File: src/rtl/multi_button_debounce.sv
// multi_button_debounce: N-channel push-button conditioner.
// Each channel has a 2-flop synchroniser, a stability-counter debouncer,
// press/release pulses, and a toggle latch. The LED output of each channel
// shows either the debounced level or the toggle state.
// Define LONG_PRESS_EN to add a per-channel hold counter with a long_press pulse.
// Without it, long_press is tied low.
module multi_button_debounce #(
  parameter int unsigned N_CH            = 4,
  parameter int unsigned DEBOUNCE_CYCLES = 4,
  parameter int unsigned CNT_W           = 16,
  parameter int unsigned LONG_CYCLES     = 100,
  parameter int unsigned LONG_W          = 16
) (
  input  logic            clk,
  input  logic            reset,
  input  logic [N_CH-1:0] button_in,
  input  logic [N_CH-1:0] toggle_mode,
  output logic [N_CH-1:0] btn_level,
  output logic [N_CH-1:0] press_pulse,
  output logic [N_CH-1:0] release_pulse,
  output logic [N_CH-1:0] led_out,
  output logic [N_CH-1:0] long_press
);

  // Terminal count: the stable state flips when the input has disagreed this many times in a row.
  localparam logic [CNT_W-1:0] DB_LAST = CNT_W'(DEBOUNCE_CYCLES - 1);

  // Elaboration-time parameter sanity checks
  if (N_CH < 1) begin : g_chk_nch
    $error("multi_button_debounce: N_CH must be >= 1");
  end
  if (DEBOUNCE_CYCLES < 2) begin : g_chk_db
    $error("multi_button_debounce: DEBOUNCE_CYCLES must be >= 2");
  end
  if ((64'd1 << CNT_W) <= 64'(DEBOUNCE_CYCLES)) begin : g_chk_cntw
    $error("multi_button_debounce: CNT_W too narrow for DEBOUNCE_CYCLES");
  end
  if (LONG_CYCLES < 1) begin : g_chk_long
    $error("multi_button_debounce: LONG_CYCLES must be >= 1");
  end
  if ((64'd1 << LONG_W) <= 64'(LONG_CYCLES)) begin : g_chk_longw
    $error("multi_button_debounce: LONG_W too narrow for LONG_CYCLES");
  end

  logic [N_CH-1:0]  s1_q;
  logic [N_CH-1:0]  s2_q;
  logic [CNT_W-1:0] cnt_q [N_CH];
  logic [CNT_W-1:0] cnt_d [N_CH];
  logic [N_CH-1:0]  level_q, level_d;
  logic [N_CH-1:0]  press_q, press_d;
  logic [N_CH-1:0]  release_q, release_d;
  logic [N_CH-1:0]  tog_q, tog_d;

  // Debounce next state: a mismatch run of DEBOUNCE_CYCLES commits the new level.
  // The press and release pulses and the toggle flip are produced from the same event.
  always_comb begin
    level_d   = level_q;
    press_d   = '0;
    release_d = '0;
    tog_d     = tog_q;
    for (int i = 0; i < int'(N_CH); i++) begin
      cnt_d[i] = '0;
      if (s2_q[i] != level_q[i]) begin
        if (cnt_q[i] == DB_LAST) begin
          level_d[i]   = s2_q[i];
          press_d[i]   = s2_q[i];
          release_d[i] = ~s2_q[i];
          tog_d[i]     = tog_q[i] ^ s2_q[i];
        end else begin
          cnt_d[i] = cnt_q[i] + CNT_W'(1);
        end
      end
    end
  end

  // Synchroniser and debounce state registers with synchronous active-low reset
  always_ff @(posedge clk) begin
    if (!reset) begin
      s1_q      <= '0;
      s2_q      <= '0;
      cnt_q     <= '{default: '0};
      level_q   <= '0;
      press_q   <= '0;
      release_q <= '0;
      tog_q     <= '0;
    end else begin
      s1_q      <= button_in;
      s2_q      <= s1_q;
      cnt_q     <= cnt_d;
      level_q   <= level_d;
      press_q   <= press_d;
      release_q <= release_d;
      tog_q     <= tog_d;
    end
  end

  assign btn_level     = level_q;
  assign press_pulse   = press_q;
  assign release_pulse = release_q;

  // The LED mode selects between registered sources, so a mode change shows immediately.
  assign led_out = (toggle_mode & tog_q) | (~toggle_mode & level_q);

`ifdef LONG_PRESS_EN
  localparam logic [LONG_W-1:0] LONG_MAX  = LONG_W'(LONG_CYCLES);
  localparam logic [LONG_W-1:0] LONG_FIRE = LONG_W'(LONG_CYCLES - 1);

  logic [LONG_W-1:0] hold_q [N_CH];
  logic [LONG_W-1:0] hold_d [N_CH];
  logic [N_CH-1:0]   long_q, long_d;

  // Hold counter: it counts while the level is high, saturates at LONG_CYCLES, and fires once.
  always_comb begin
    long_d = '0;
    for (int i = 0; i < int'(N_CH); i++) begin
      hold_d[i] = '0;
      if (level_q[i]) begin
        hold_d[i] = (hold_q[i] == LONG_MAX) ? hold_q[i] : hold_q[i] + LONG_W'(1);
        long_d[i] = (hold_q[i] == LONG_FIRE);
      end
    end
  end

  // Hold counter and long-press pulse registers
  always_ff @(posedge clk) begin
    if (!reset) begin
      hold_q <= '{default: '0};
      long_q <= '0;
    end else begin
      hold_q <= hold_d;
      long_q <= long_d;
    end
  end

  assign long_press = long_q;
`else
  assign long_press = '0;
`endif

endmodule

File: config.mk
export PLATFORM = sky130hd
export DESIGN_NAME = multi_button_debounce
export DESIGN_NICKNAME = d
export VERILOG_FILES = /design/src/rtl/multi_button_debounce.sv
export SDC_FILE = /design/constraint.sdc
export NUM_CORES = 1
export LEC_CHECK = 0
export CAP_MARGIN = 10
export CORE_MARGIN = 10
export CORE_UTILIZATION = 55
export CTS_BUF_LIST = sky130_fd_sc_hd__clkbuf_4
export DETAILED_ROUTE_END_ITERATION = 8
export DONT_BUFFER_PORTS = 1
export PLACE_DENSITY = 0.67
export SLEW_MARGIN = 10
export SYNTH_ARGS = -nofsm -noshare
export SYNTH_HDL_FRONTEND = slang
export SYNTH_SLANG_ARGS = --single-unit
export TNS_END_PERCENT = 20
File: constraint.sdc
create_clock -name clk -period 1.9 [get_ports clk]
set_input_delay 0.57 -clock clk [delete_from_list [all_inputs] [get_ports clk]]
set_output_delay 0.57 -clock clk [all_outputs]
set_load 0.02 [all_outputs]
==> results of run 1 <==
-- flip-flops by register name, indices dropped and copies added (netlist names) --
register,flops
tog_q,4
btn_level,4
release_pulse,4
press_pulse,4
cnt_q,64
s2_q,4
s1_q,4
-- where the power goes --
group	switching [mW]	internal, mW	total, mW
registers	0.00803	1.86	1.86
clock network	0.583	0.265	0.849
logic	0.0294	0.0155	0.0449
-- logic make-up after synthesis --
group | count (synthesis) | share of synthesized area [%]
compound gates | 16 | 2.43
xor+xnor | 56 | 13.2
fa+ha+maj | 4 | 1.35
buf+inv | 26 | 3.21
flops | 88 | 47.6
mux | 8 | 2.30
other cells | 1 | 0.101
simple gates | 214 | 29.8
-- per-layer routing --
layer / share of wire [%] / GRT usage, %
met4: 1.2 / 5.10
met5: 0 / 0
met3: 5.0 / 5.53
met2: 46 / 21.9
met1: 48 / 15.9
-- final cells by class --
| cell class | count | share of cell area [%] |
|---|---|---|
| Inverter | 15 | 1.43 |
| Timing Repair Buffer | 9 | 2.03 |
| Sequential cell | 88 | 44.9 |
| Tap cell | 77 | 2.45 |
| Clock buffer | 10 | 1.91 |
| Multi-Input combinational cell | 302 | 46.7 |
| Clock inverter | 5 | 0.635 |
-- per-stage QoR --
stage | setup WS (ns) | TNS [ns] | std cells | power, mW
after global placement | 0.194 | 0 | 491 | 1.95
final | 0.123 | 0 | 506 | 2.76
after detailed placement | 0.152 | 0 | 491 | 1.95
after global routing | -0.0145 | -0.0363 | 506 | 2.88
after floorplan | 0.216 | 0 | 416 | 1.94
after CTS | 0.00283 | 0 | 506 | 2.79
-- worst max-delay path: cells and delay by family (launching register included) --
family	cells	cell delay, ns
and+or+nand+nor	3	0.88
DFF	1	0.41
adders and majority gates	1	0.27
AOI/OAI and AO/OA	1	0.15
-- final timing paths --
kind	from	to	slack, ns
worst max-delay path	cnt_q[32]	tog_q[1]	0.12
worst min-delay path	reset	s2_q[0]	0.27
worst min register to register	s1_q[0]	s2_q[0]	0.46
worst max register to register	cnt_q[32]	tog_q[1]	0.12
-- synthesized netlist by cell type, types with 2 or more instances --
cell | number | area (µm²)
dfxtp_1 | 88 | 1760
nor2_1 | 75 | 282
xnor2_1 | 41 | 359
nand3_1 | 26 | 130
nor4_1 | 21 | 131
nor3_1 | 18 | 90.1
nand4_1 | 16 | 100
inv_1 | 15 | 56.3
nand2_1 | 15 | 56.3
xor2_1 | 15 | 131
and2_1 | 9 | 56.3
a21oi_1 | 8 | 40.0
buf_2 | 5 | 25.0
nor3b_1 | 5 | 37.5
o21ai_0 | 5 | 25.0
or3_1 | 5 | 31.3
and3_1 | 4 | 25.0
buf_4 | 4 | 30.0
ha_1 | 4 | 50.1
mux2_2 | 4 | 45.0
mux2i_1 | 4 | 40.0
nand2b_1 | 4 | 25.0
nor4b_1 | 4 | 35.0
or2_2 | 4 | 25.0
and4_1 | 2 | 17.5
clkbuf_1 | 2 | 7.51
==> impl_summary.md, run 1 <==
Power and ir drop
The maximum VDD drop is roughly 0.00043 V. The standby leakage power is between 1 and 1.5 nW. The cell area power density is 700 nW/µm².

Global routing
The first global-routing pass estimated 11500 µm of wire. The via count of the first global-routing pass came to 2585. Entering global routing, the biggest net connects 17 pins. Across every metal layer, demand over resource in global routing totals around 14%.

The initial antenna violation count is 0. Global routing finished with a remaining overflow of 0.

Cells and area
The filler cell count is 578. The area of all sequential standard cells is around 1800 µm². The summed area of non-filler cells in the final layout is 3940 µm². The library cells used most frequently in the layout, excluding fill and tap cells, are dfxtp_1 (84), nor2_1 (75), xnor2_1 (41). In the final design database the tool counted 439 nets. In the final layout, the multi-input gates occupy roughly 1800 µm². The most common cell after layout, fill and taps aside is dfxtp_1.

Cells fill 61.0% of the core in the end. The relative area change from synthesis to final layout is 6.35%. 0 antenna diodes ended up in the layout. The fraction of final layout cells with drive strength greater than 1 is under 10%.

Clock network
The clock passes through at most 2 buffers. The number of hold buffers added after CTS is 0. Counting every sink on the clock net gives 88. The source-to-sink clock delay at the later pin of the worst-skew pair is roughly 0.42 ns.

The clock tree from TritonCTS is done. Buffers inserted during clock tree synthesis total 9. The H-tree was split into 3 levels. The post-cts repair resize count is 0. After clock tree synthesis, the clock-pin slew on the worst setup and hold paths is about 0.12 ns. After clock tree synthesis, the setup repair step added 0 buffers.

The tree is rooted in a clkbuf_4.

Run status
The run finished with clean final reports.

Logic synthesis
The count of flip-flops with a built-in enable after synthesis is 0. The mapped netlist covers ~3700 µm². Counting distinct cell types in the post-synthesis netlist gives 36. The async set-or-reset flop fraction in the synthesized netlist is 0%. Counting flops and latches in the post-synthesis netlist gives 88. The number of warnings reported in the yosys synthesis log is 0. After technology mapping, the gate count stands at 413. A synthesized cell averages 8.97 µm². The commonest register cell after synthesis is dfxtp_1.

The sequential fraction of the synthesis area is between 40% and 50%.

Timing
Setup repair after global routing could not meet its margin everywhere. For the final database, setup skew stands at between 0.01 and 0.015 ns. After layout, the minimum clock period comes to between 1.5 and 2 ns. The number of hold violations in the final report came to 0. The final critical path takes up about 94% of the cycle. The final-layout worst hold slack is 0.266 ns. The count of pins over their slew limit is 0.

Derived from the worst setup path, the maximum achievable clock frequency is around 560 MHz. Setup violations remaining at the end of the flow were counted as 0.

Die
The floorplan has 29 rows. The placeable core region is around 6500 µm². The floorplan step defined a die boundary enclosing between 10000 and 15000 µm². In this run the count of I/O pins placed on the die edge is 30.

For this configuration, the core starts out at a cell density of between 50% and 60%. From left edge to right edge, the die measures around 100 µm. The die is 102 µm tall.

Route
The count of nets left with antenna violations after detail routing is 0. The count of unresolved DRC violations after routing is 0. The number of design-rule violations left by the first detailed-router iteration is 62. The via-per-instance ratio is between 5 and 6. The pre-antenna-repair detailed-routing pass consisted of 4 iterations. The routed length per instance is between 10 and 15 µm.

The final wirelength is 6740 µm. The routed via count is 2734.

Placed design
Once detailed placement completed, the half-perimeter wirelength came to roughly 4800 µm. Routability-driven placement finished with a final weighted congestion of 0.816. Buffers placed on the I/O ports in this run total 0. The placed cell area is 3830 µm².

Critical path
The largest incremental delay on the critical path is a little over 0.4 ns. STA classifies the critical path startpoint as a register. The category of the critical setup timing path is reg -> reg. The arrival time at the worst endpoint is 2.13 ns. Counting cells, the worst reg-to-reg path comes to 5. Traced cell by cell, the critical path runs through ha_1 -> nor4b_1 -> nand4_1 -> or3_1 -> a21oi_1. For this design, the slowest cell found on the critical path is dfxtp_1.

The type of element capturing the critical path is a register. For the worst setup path, the data required time is roughly 2.3 ns. In this run the worst path has a maximum fanout of 5.

Hold path
The type of the worst min-delay path is in -> reg. Counting instances, the worst hold path has a depth of 1.

Flow run
Max-cap violations in this run came to 0.
Power figures use the tool's default switching activity.
==> run 2, diff against run 1 <==
--- a/config.mk
+++ b/config.mk
@@ -12,6 +12,7 @@
 export DETAILED_ROUTE_END_ITERATION = 8
 export DONT_BUFFER_PORTS = 1
 export PLACE_DENSITY = 0.67
+export SKIP_LAST_GASP = 1
 export SLEW_MARGIN = 10
 export SYNTH_ARGS = -nofsm -noshare
 export SYNTH_HDL_FRONTEND = slang
==> run 2 against run 1 <==
  * Worst hold slack is essentially flat
  * First-iteration DRC count shrank 11%
  * Design area shrank 0.19%
  * Sequential share of layout area is essentially flat
  * Critical path depth down 4
  * Wire length shrank 0.48%
  * Register-to-register slack gained 0.02 ns
  * Largest cell class unchanged
==> impl_summary.md, run 2 (synthesized netlist as in run 1, its figures left out) <==
Cells and area
The number of flip-flops under the largest register name is 64 (unchanged). The non-filler instance count after layout came to 506 (unchanged). The most common cell after layout, fill and taps aside is dfxtp_1 (unchanged). Leading cell types in the layout, fill and taps excluded: dfxtp_1 (86), nor2_1 (75), xnor2_1 (41) (was dfxtp_1 (84), nor2_1 (75), xnor2_1 (41)).

The relative area change from synthesis to final layout was 6.15% (was 6.35%). The register with the highest flop count was cnt_q (unchanged). The fraction of final layout cells with drive strength greater than 1 is 8.39% (was 9.09%). The count of antenna diodes in the layout is 0 (unchanged).

The number of nets at the end of the flow was 439 (unchanged).

Critical path
The cell family with the largest share of critical-path delay is flip-flops (was simple AND/OR/NAND/NOR gates). The type of element capturing the critical path was an output pin (was register). The critical-path maximum fanout is 6 (was 5). The slowest library cell on the worst path is dfxtp_1 (unchanged).

The arrival time at the worst endpoint is 1.29 ns (was 2.13 ns). The kind of launch point of the worst setup path is a register (unchanged). The worst path required time is 1.33 ns (was 2.25 ns).

The combined buffer and inverter count along the critical path came to 0 (unchanged). Worst path cell trace: mux2_2 (was ha_1 -> nor4b_1 -> nand4_1 -> or3_1 -> a21oi_1). The largest incremental delay on the critical path is 0.57 ns (was 0.41 ns). The category of the critical setup timing path is reg -> out (was reg -> reg).

Global routing
The via count of the first global-routing pass is 2585 (unchanged). The layer with the highest usage is met2 (unchanged). The global-route track usage on met3 was 5.53% (unchanged). The met1 track utilization from global routing was 15.9% (unchanged). The first-pass GRT wire length is 11500 µm (unchanged).

The global route total overflow is 0 (unchanged). The global-route usage over all layers is 13.6% (unchanged). The initial antenna violation count came to 0 (unchanged).

The largest net degree at the start of global routing was 17 (unchanged). The met2 track demand over resource in global routing was 21.9% (unchanged).

Power and ir drop
The maximum VDD drop was 0.000430 V (about the same). The standby leakage power is 1.24 nW (about the same). The cell area power density is 701 nW/µm² (was 700 nW/µm²).

Route
The count of unresolved DRC violations after routing is 0 (unchanged). The final wirelength is 6700 µm (was 6740 µm). The number of design-rule violations left by the first detailed-router iteration is 55 (was 62).

The count of nets left with antenna violations after detail routing is 0 (unchanged). The routed via count is 2718 (was 2734). The detailed-routing iteration count for the pre-antenna-repair pass is 4 (unchanged). The via-per-instance ratio is 5.37 (was 5.40). The routed length per instance was 13.2 µm (was 13.3 µm).

Timing
The count of pins over their slew limit was 0 (unchanged). The total negative slack for setup checks is 0 ns (unchanged). The number of hold violations in the final report is 0 (unchanged). The total of endpoints with negative setup slack in the final report is 0 (unchanged). The final critical-path setup slack is 0.0408 ns (was 0.123 ns). The portion of the clock cycle consumed by the worst path in the final layout is 97.9% (was 93.5%). The maximum achievable frequency is 538 MHz (was 563 MHz). The setup clock skew after layout came to 0.0121 ns (about the same). The final critical path time including I/O delays and setup is 1.86 ns (was 1.78 ns). The final-layout worst hold slack is 0.266 ns (about the same). RSZ-0062 raised after global routing: true (unchanged).

Clock network
The number of clock sinks seen by CTS is 88 (unchanged). The maximum number of buffers from clock root to sink came to 2 (unchanged). The clock-pin transition on the worst setup and hold timing paths is 0.13 ns (was 0.12 ns). The root cell of the clock tree is clkbuf_4 (unchanged). The source-to-sink clock delay at the later pin of the worst-skew pair is 0.42 ns (about the same).

The number of H-tree levels is 3 (unchanged). The number of hold buffers added after CTS is 0 (unchanged). The clock tree from TritonCTS is done (unchanged). The clock buffer count from CTS came to 9 (unchanged).

Hold path
The type of the worst min-delay path was in -> reg (unchanged).

Die
The I/O pin count is 30 (unchanged). The row count is 29 (unchanged). The die boundary height came to 102 µm (unchanged). The die extent in x is 102 µm (unchanged). The die area is 10400 µm² (unchanged). The initial core utilization came to 57.3% (unchanged). The placeable core region came to 6460 µm² (unchanged).

Placed design
The pre-CTS setup slack came to 0.152 ns (unchanged). The post-placement cell count is 491 (unchanged). The placer congestion estimate came to 0.816 (unchanged). The post-detailed-placement half-perimeter wirelength is 4780 µm (unchanged). The number of buffers added on ports is 0 (unchanged).

Flow run
The number of violations of the max-capacitance limit was 0 (unchanged).

Run status
Status: completed (unchanged).
## run 2: final timing paths
path	from	end	slack (ns)	cells after the start
setup / recovery	btn_level[1]	led_out[1]	0.04	1
hold / removal	reset	s1_q[3]	0.27	1
setup reg to reg	cnt_q[32]	tog_q[1]	0.14	5
hold reg to reg	s1_q[0]	s2_q[0]	0.46	1
## run 2: final cells by class
| cell class | count | area [µm²] |
|---|---|---|
| Clock inverter | 5 | 25.0 |
| Tap cell | 77 | 96.3 |
| Multi-Input combinational cell | 302 | 1830 |
| Clock buffer | 10 | 75.1 |
| Fill cell | 579 | 2530 |
| Timing Repair Buffer | 9 | 80.1 |
| Inverter | 15 | 56.3 |
| Sequential cell | 88 | 1760 |
## run 2: where the power goes
part	total (mW)	internal, mW	switching, mW
logic	0.0447	0.0153	0.0294
registers	1.86	1.86	0.00801
clock network	0.847	0.265	0.582
total	2.75	2.14	0.619
## run 2: through the flow
| step | util, % | instance area, µm² | power [mW] |
|---|---|---|---|
| global placement | 59.3 | 3830 | 1.95 |
| CTS | 60.8 | 3930 | 2.79 |
| global route | 60.9 | 3930 | 2.88 |
| finish | 60.9 | 3930 | 2.75 |
| detailed placement | 59.3 | 3830 | 1.95 |
| floorplan | - | 3710 | 1.94 |
## run 2: repair_timing
item	in CTS	in global routing
resized for setup	0	2
setup endpoints to repair	0	12
setup buffers	0	0
## run 2: metal layers
| metal | wire (µm) | vias to the layer above | share of wire [%] |
|---|---|---|---|
| li1 | - | 1432 | - |
| met1 | 3250 | 1248 | 48 |
| met2 | 3050 | 30 | 46 |
| met3 | 323 | 8 | 4.8 |
| met4 | 80 | 0 | 1.2 |
| met5 | 0 | - | 0 |
==> run 3, diff against run 2 <==
--- a/config.mk
+++ b/config.mk
@@ -9,6 +9,7 @@
 export CORE_MARGIN = 10
 export CORE_UTILIZATION = 55
 export CTS_BUF_LIST = sky130_fd_sc_hd__clkbuf_4
+export CTS_CLUSTER_DIAMETER = 50
 export DETAILED_ROUTE_END_ITERATION = 8
 export DONT_BUFFER_PORTS = 1
 export PLACE_DENSITY = 0.67
==> results of run 3 <==
The final DEF is identical to that of run 2; final timing and power are the same.
